## src/rtl/spi_shift.sv

```systemverilog
// Serial shift engine of the SPI master: drives mosi and samples miso on the clgen edge strobes.
// Optional feature macro: SPI_SHIFT_LOOPBACK_EN adds a loopback input that feeds mosi back into rx.
module spi_shift #(
  parameter int DATA_W = 32,
  parameter int LEN_W  = 5
) (
  input  logic              wb_clk,
  input  logic              wb_reset_n,
  input  logic              go,
  input  logic [LEN_W-1:0]  len,
  input  logic              lsb,
  input  logic              tx_negedge,
  input  logic              rx_negedge,
  input  logic              cpol_0,
  input  logic              cpol_1,
  input  logic [DATA_W-1:0] tx_data,
  input  logic              miso,
`ifdef SPI_SHIFT_LOOPBACK_EN
  input  logic              loopback,
`endif
  output logic              tip,
  output logic              lstclk,
  output logic              mosi,
  output logic [DATA_W-1:0] rx_data,
  output logic              done
);

  localparam logic [LEN_W:0] NMAX = (LEN_W+1)'(DATA_W);

  typedef enum logic {IDLE, XFER} state_t;

  state_t              state_q, state_d;
  logic [DATA_W-1:0]   tx_q, tx_d;
  logic [LEN_W:0]      n_q, n_d;
  logic                lsb_q, lsb_d;
  logic                tx_neg_q, tx_neg_d;
  logic                rx_neg_q, rx_neg_d;
  logic [LEN_W-1:0]    tx_cnt_q, tx_cnt_d;
  logic [LEN_W:0]      rx_cnt_q, rx_cnt_d;
  logic                mosi_q, mosi_d;
  logic [DATA_W-1:0]   rx_data_q, rx_data_d;
  logic                done_q, done_d;

  logic [LEN_W:0]      n_sel, first_idx, tx_idx, rx_idx;
  logic                tx_edge, rx_edge, rx_bit, last_rx;

  // Edge selection uses the modes latched at go, so mid-transfer changes are ignored.
  assign tx_edge   = tx_neg_q ? cpol_1 : cpol_0;
  assign rx_edge   = rx_neg_q ? cpol_1 : cpol_0;
  assign n_sel     = (len == '0) ? NMAX : {1'b0, len};
  assign first_idx = n_sel - (LEN_W+1)'(1);
  assign tx_idx    = lsb_q ? (n_q - {1'b0, tx_cnt_q}) : ({1'b0, tx_cnt_q} - (LEN_W+1)'(1));
  assign rx_idx    = n_q - rx_cnt_q;
  assign last_rx   = rx_edge && (rx_cnt_q == (LEN_W+1)'(1));

`ifdef SPI_SHIFT_LOOPBACK_EN
  assign rx_bit = loopback ? mosi_q : miso;
`else
  assign rx_bit = miso;
`endif

  always_ff @(posedge wb_clk or negedge wb_reset_n) begin
    if (!wb_reset_n) begin
      state_q   <= IDLE;
      tx_q      <= '0;
      n_q       <= '0;
      lsb_q     <= 1'b0;
      tx_neg_q  <= 1'b0;
      rx_neg_q  <= 1'b0;
      tx_cnt_q  <= '0;
      rx_cnt_q  <= '0;
      mosi_q    <= 1'b0;
      rx_data_q <= '0;
      done_q    <= 1'b0;
    end else begin
      state_q   <= state_d;
      tx_q      <= tx_d;
      n_q       <= n_d;
      lsb_q     <= lsb_d;
      tx_neg_q  <= tx_neg_d;
      rx_neg_q  <= rx_neg_d;
      tx_cnt_q  <= tx_cnt_d;
      rx_cnt_q  <= rx_cnt_d;
      mosi_q    <= mosi_d;
      rx_data_q <= rx_data_d;
      done_q    <= done_d;
    end
  end

  always_comb begin
    state_d = state_q;
    unique case (state_q)
      IDLE:    if (go) state_d = XFER;
      XFER:    if (last_rx) state_d = IDLE;
      default: state_d = IDLE;
    endcase
  end

  always_comb begin
    tx_d      = tx_q;
    n_d       = n_q;
    lsb_d     = lsb_q;
    tx_neg_d  = tx_neg_q;
    rx_neg_d  = rx_neg_q;
    tx_cnt_d  = tx_cnt_q;
    rx_cnt_d  = rx_cnt_q;
    mosi_d    = mosi_q;
    rx_data_d = rx_data_q;
    done_d    = 1'b0;
    if (state_q == IDLE) begin
      if (go) begin
        tx_d      = tx_data;
        n_d       = n_sel;
        lsb_d     = lsb;
        tx_neg_d  = tx_negedge;
        rx_neg_d  = rx_negedge;
        mosi_d    = lsb ? tx_data[0] : tx_data[first_idx[LEN_W-1:0]];
        tx_cnt_d  = first_idx[LEN_W-1:0];
        rx_cnt_d  = n_sel;
        rx_data_d = '0;
      end
    end else begin
      if (tx_edge && (tx_cnt_q != '0)) begin
        mosi_d   = tx_q[tx_idx[LEN_W-1:0]];
        tx_cnt_d = tx_cnt_q - LEN_W'(1);
      end
      // rx_bit comes from registers, so a shared edge captures the pre-edge mosi.
      if (rx_edge) begin
        if (lsb_q) rx_data_d[rx_idx[LEN_W-1:0]] = rx_bit;
        else       rx_data_d = {rx_data_q[DATA_W-2:0], rx_bit};
        rx_cnt_d = rx_cnt_q - (LEN_W+1)'(1);
        done_d   = last_rx;
      end
    end
  end

  always_comb begin
    tip     = (state_q == XFER);
    lstclk  = tip && (tx_cnt_q == '0);
    mosi    = mosi_q;
    rx_data = rx_data_q;
    done    = done_q;
  end

endmodule
```

## config.mk

```make
export PLATFORM = sky130hd
export DESIGN_NAME = spi_shift
export DESIGN_NICKNAME = d
export VERILOG_FILES = /design/src/rtl/spi_shift.sv
export SDC_FILE = /design/constraint.sdc
export NUM_CORES = 1
export LEC_CHECK = 0
export CORE_MARGIN = 2
export CORE_UTILIZATION = 55
export CTS_CLUSTER_DIAMETER = 150
export DETAILED_ROUTE_END_ITERATION = 16
export PLACE_DENSITY = 0.9
export REMOVE_ABC_BUFFERS = 1
export SLEW_MARGIN = 30
export SYNTH_ARGS = -nofsm -noshare
export SYNTH_HDL_FRONTEND = slang
export SYNTH_SLANG_ARGS = --single-unit
```

## constraint.sdc

```tcl
create_clock -name wb_clk -period 3.54 [get_ports wb_clk]
set_input_delay 0.354 -clock wb_clk [delete_from_list [all_inputs] [get_ports wb_clk]]
set_output_delay 0.354 -clock wb_clk [all_outputs]
set_load 0.05 [all_outputs]
```

## After elaboration in Yosys (flattened, before gate mapping)

Index checks and enable logic that the tools add are counted.

- Output and inout bits: 36
- Logic and storage cells: 66
- Register bits after elaboration: 86
- Input bits: 46

- Reductions and logical operators: 11
- Bitwise gates (word level): 1
- Eq/ne operators: 3
- Order comparisons: 4
- Muxes and demuxes: 30
- Add/sub/neg operators: 6

Operator list:

| kind | number |
|---|---|
| 2-to-1 mux 32 bit | 4 |
| bitwise mux 32 bit | 1 |
| 2-to-1 mux 6 bit | 4 |
| 2-to-1 mux 5 bit | 4 |
| less-than comparator 5 x 6 -> 1 bit (second input constant) | 3 |
| subtractor 5 x 1 -> 5 bit (second input constant) | 3 |
| 2-to-1 mux 1 bit | 13 |
| binary-select mux 1 bit (select 5 bit) | 2 |
| zero test 5 bit | 2 |
| subtractor 5 bit | 2 |
| == test 6 x 1 -> 1 bit (second input constant) | 1 |
| AND reduction 2 bit | 3 |
| subtractor 6 x 1 -> 6 bit (second input constant) | 1 |
| demux 1 bit (select 5 bit) | 1 |
| >= comparator 5 x 1 -> 1 bit (second input constant) | 1 |
| nonzero test 5 bit | 1 |
| logical AND 1 bit | 4 |
| != test 2 x 1 -> 1 bit (second input constant) | 2 |
| case mux 1 bit (2 select lines) | 1 |
| nonzero test 2 bit | 1 |
| NOT 1 bit | 1 |

## Longest topological paths before layout

- Depth after elaboration: 9
- Mapped depth: 11
- Gate-level depth less buffers: 11

## Worst setup path before layout

No wires, ideal clock.

- Path type: register -> register
- From: reg n_q[0]
- To: reg rx_data_q[5] (netlist: rx_data[5])
- Setup slack: 0.897 ns
- Required time: 3.408 ns
- Arrival time: 2.511 ns
- Cell stages (with the launch flop): 12
- Buffers on the path: 0
- Clock period less this slack: 2.643 ns
- Cell sequence: dfrtp_1 > inv_1 > ha_1 > inv_1 > fa_1 > a21o_1 > a21oi_4 > xor2_4 > o211ai_4 > or3_1 > a31oi_1 > o22ai_1

- Longest elaborated chain between the ends: 9

RTL lines:

| item | RTL line | source |
|---|---|---|
| from (decl) | 34 | `logic [LEN_W:0] n_q, n_d;` |
| from (signal assigned) | 78 | `n_q <= n_d;` |
| subtractor 5 bit * | 53 | `assign rx_idx = n_q - rx_cnt_q;` |
| less-than comparator 5 x 6 -> 1 bit (implied by the code) / >= comparator 5 x 1 -> 1 bit (equally long branches) | 129 | `if (lsb_q) rx_data_d[rx_idx[LEN_W-1:0]] = rx_bit;` |
| logical AND 1 bit (implied by the code) | 129 |  |
| 2-to-1 mux 1 bit (implied by the code) | 129 |  |
| demux 1 bit (select 5 bit) * | 129 |  |
| bitwise mux 32 bit * | 129 |  |
| 2-to-1 mux 32 bit * | 129 |  |
| 2-to-1 mux 32 bit * | 128 | `if (rx_edge) begin` |
| 2-to-1 mux 32 bit * | 110 | `if (state_q == IDLE) begin` |
| to (signal assigned) | 85 | `rx_data_q <= rx_data_d;` |
| to (decl) | 41 | `logic [DATA_W-1:0] rx_data_q, rx_data_d;` |

Mark *: on every way between the ends. The rest lies on a longest branch, timed or not. The select of a mux whose other input is x is not followed.
A chain may end at the register's enable or synchronous reset.

## Final worst setup path

- From: reg n_q[0]
- To: reg rx_data_q[16] (netlist: rx_data[16])

Same word-level chain as after synthesis.

==> summary.txt <==
Run status
  • Outcome: finished with violations
  • Failing checks: hold timing

Detailed routing
  • Routed wire per std cell: about 18 um
  • Via count: slightly below 5000
  • Starting DRC count in detailed routing: 400
  • Via/cell ratio: ~6.1
  • Drt pass-1 iters: 5
  • DRC Markers: 0
  • Routed WL: 14.5 mm
  • DRT antenna net count: 0

Yosys
  • Async S/R FF share, synth: 100%
  • Seq cells post-synth: 86
  • Synthesized cell area: around 5300 sq um
  • Cell variety after synth: 55
  • Ys flop type: dfrtp_1
  • Synth warn: 0
  • Register area share after synthesis: ~40%
  • Gate Count Post-Synth: around 600
  • Mean Syn Cell Area: between 9 and 10 sq um
  • EDFF count, synth: 0

Final layout
  • Most frequent cells in the layout: nand2_1 (132), dfrtp_1 (86), clkdlybuf4s50_1 (80)
  • Fin cells: about 800
  • Core Util, Final: ~69%
  • Net count, final: about 730
  • Fraction of layout instances using a drive strength above 1: a little over a tenth
  • Area Growth Syn to Fin: 21.0%
  • Commonest non-fill, non-tap cell in the layout: nand2_1
  • Area of the multi-input gates: approximately 3000 sq um
  • Design Area, Final: 6460 sq um
  • ANT cells: 0
  • Fillers: 698
  • Sequential cell area: approximately 2200 sq um

Clock network
  • CTS tree: done
  • Worst-Skew Late Latency: between 0.3 and 0.4 ns
  • Hold buffers post-CTS: 0
  • Clock H-tree levels: 3
  • Post-CTS setup buffers: 0
  • Post-cts sizing count: 0
  • Root Driver: clkbuf_8
  • Worst-path clk slew: ~0.10 ns
  • CTS Buf Count: 9
  • # clock sinks: between 80 and 90
  • Max Root-Sink Buffers: 2

Timing
  • Final setup fails: 0
  • Relative slew slack: approximately 46%
  • Clk_skew: between 0.008 and 0.009 ns
  • Fmax: around 0.33 GHz
  • Fin crit share: around 85%
  • Min cycle time layout: 3.00 ns
  • RSZ-0062 raised after global routing: no
  • Pins Over Slew Limit: 0
  • Min Hold Slack: -0.00662 ns
  • Slew @ Worst Pin: about 0.8 ns
  • Final setup margin: roughly 0.54 ns
  • Final hold violations: 2

Pwr
  • Clk pwr share: 9.0%
  • Sequential power share: 24.3%
  • Cell leakage power: between 0.002 and 0.003 uW
  • Comb power frac: roughly 67%
  • Sw frac: roughly 52%
  • PD cells: between 1000 and 1500 nW/um^2
  • Worst VDD drop: ~0.53 mV
  • Final Power: between 7000 and 8000 uW
  • Pint: between 3000 and 4000 uW
  • Sw power: roughly 3800 uW

Worst setup path
  • Worst path bufs/invs: 2
  • Setup CP Type: flop to flop
  • CP startpoint: n_q[0]
  • Worst Path Arrival: between 3 and 4 ns
  • Crit path largest cell delay: 0.55 ns
  • Crit path max-delay family: compound AO/OA/AOI/OAI gates
  • Max Fanout on Critical Path: 8
  • Worst EP required: approximately 3.8 ns
  • Critical Path Sink Type: flop
  • Worst setup SP type: flop
  • Worst r2r src: n_q[0]
  • Slowest cell on crit path: a211oi_2
  • CP Cell Sequence: inv_1, ha_1, inv_1, fa_1, a21o_1, a21oi_4, xor2_4, a211oi_2, a21oi_1, o21ai_0, o21ai_0

Floorplan
  • Rows: 35
  • Die ar.: 10500 sq um
  • DIE HEIGHT: 103 um
  • Initial core utilization: between 50 and 60%
  • CORE AREA: slightly above 9000 sq um
  • I/O pins: 82
  • Die Width: 103 um

Placement
  • Placed inst area: ~6300 sq um
  • Post-placement setup slack: between 0.5 and 0.6 ns
  • Final HPWL DP: approximately 10 mm
  • Dpl cells: around 800
  • RePlAce Congestion: a little under 0.9
  • Port Buffers: 81

Global route
  • First-pass GRT wire length: roughly 24 mm
  • Total grt overflow: 0
  • Antenna violations before repair: 0
  • Largest net degree at the start of global routing: 87
  • Global router's overall resource usage: 29.0%
  • Vias in the first global route: slightly below 5000

Min path
  • Hold Crit Class: input pin to asynchronous set/reset pin

Run
  • Max Cap Viol: 0
## area by class of cell
class                           instances  share of cell area [%]
Timing Repair Buffer                   94                    14.1
Inverter                               18                    1.05
Clock buffer                            9                    1.92
Tap cell                              129                    2.50
Clock inverter                          7                   0.852
Sequential cell                        86                    33.3
Multi-Input combinational cell        455                    46.3
## Yosys cell counts (3+ instances only)
master / instances / area share [%]
a211oi_1: 3 / 0.42
nor2_1: 28 / 2.0
mux2_2: 3 / 0.63
o21a_1: 3 / 0.42
nand2_1: 133 / 9.3
nor2b_1: 36 / 4.2
nor4_4: 4 / 1.6
inv_1: 17 / 1.2
a211oi_2: 3 / 0.70
o21ai_0: 57 / 5.3
nor3b_1: 3 / 0.42
a21o_1: 3 / 0.42
mux4_2: 17 / 7.2
o21ai_1: 5 / 0.47
nor3_1: 9 / 0.84
or3_1: 3 / 0.35
clkbuf_1: 30 / 2.1
nand3_1: 5 / 0.47
a21oi_1: 68 / 6.4
nand4_1: 3 / 0.35
mux2i_1: 11 / 2.1
xor2_1: 4 / 0.66
dfrtp_1: 86 / 40
xnor2_1: 7 / 1.1
ha_1: 13 / 3.0
## cells by family (layout without fill, tap and decap cells)
family          after synthesis  count (layout)  share of synthesized area, %
fa+ha+maj                    15              15                          3.79
compound gates              161             161                          17.7
flops                        86              86                          40.3
xor+xnor                     14              14                          2.93
simple gates                231             231                          20.5
buf+inv                      51             128                          3.79
mux                          34              34                          11.0
## state kept, by name, indices dropped and copies added, names as in the netlist
register / flops
done: 1
tx_neg_q: 1
tx_cnt_q: 5
lsb_q: 1
tip: 1
rx_neg_q: 1
rx_data: 32
n_q: 5
mosi: 1
rx_cnt_q: 6
tx_q: 32
## worst paths after layout
| kind | slack (ns) | end | cells past startpoint |
|---|---|---|---|
| setup / recovery | 0.54 | rx_data[16] | 11 |
| min in group wb_clk | 0.49 | tx_q[29] | 2 |
| hold / removal | -0.007 | rx_data[30] | 1 |
| hold reg to reg | 0.49 | tx_q[29] | 2 |
| max in group asynchronous | 2.95 | tx_q[23] | 1 |
| setup reg to reg | 0.54 | rx_data[16] | 11 |
## metrics by stage
stage | setup TNS [ns] | hold slack, ns
after floorplan | -3.30 | 0.0584
after detailed placement | 0 | 0.463
after global routing | 0 | 0.0871
after global placement | 0 | 0.453
final | 0 | -0.00662
after CTS | 0 | 0.0606
## power by group through the flow
stage	clock [uW]	combinational [uW]	sequential [uW]
after floorplan	0	3030	2260
after global routing	715	5280	1830
final	666	4910	1790
after CTS	676	4880	1770
after detailed placement	0	4830	1790
after global placement	0	4630	1760
## layer usage
metal | routed length [um] | up-vias | track usage (%)
met5 | 0 | - | 0
met4 | 525 | 0 | 13.9
met3 | 1270 | 61 | 6.17
met2 | 7360 | 295 | 50.0
met1 | 5330 | 2342 | 34.6
li1 | - | 2207 | -
(Power assumes the default switching activity.)
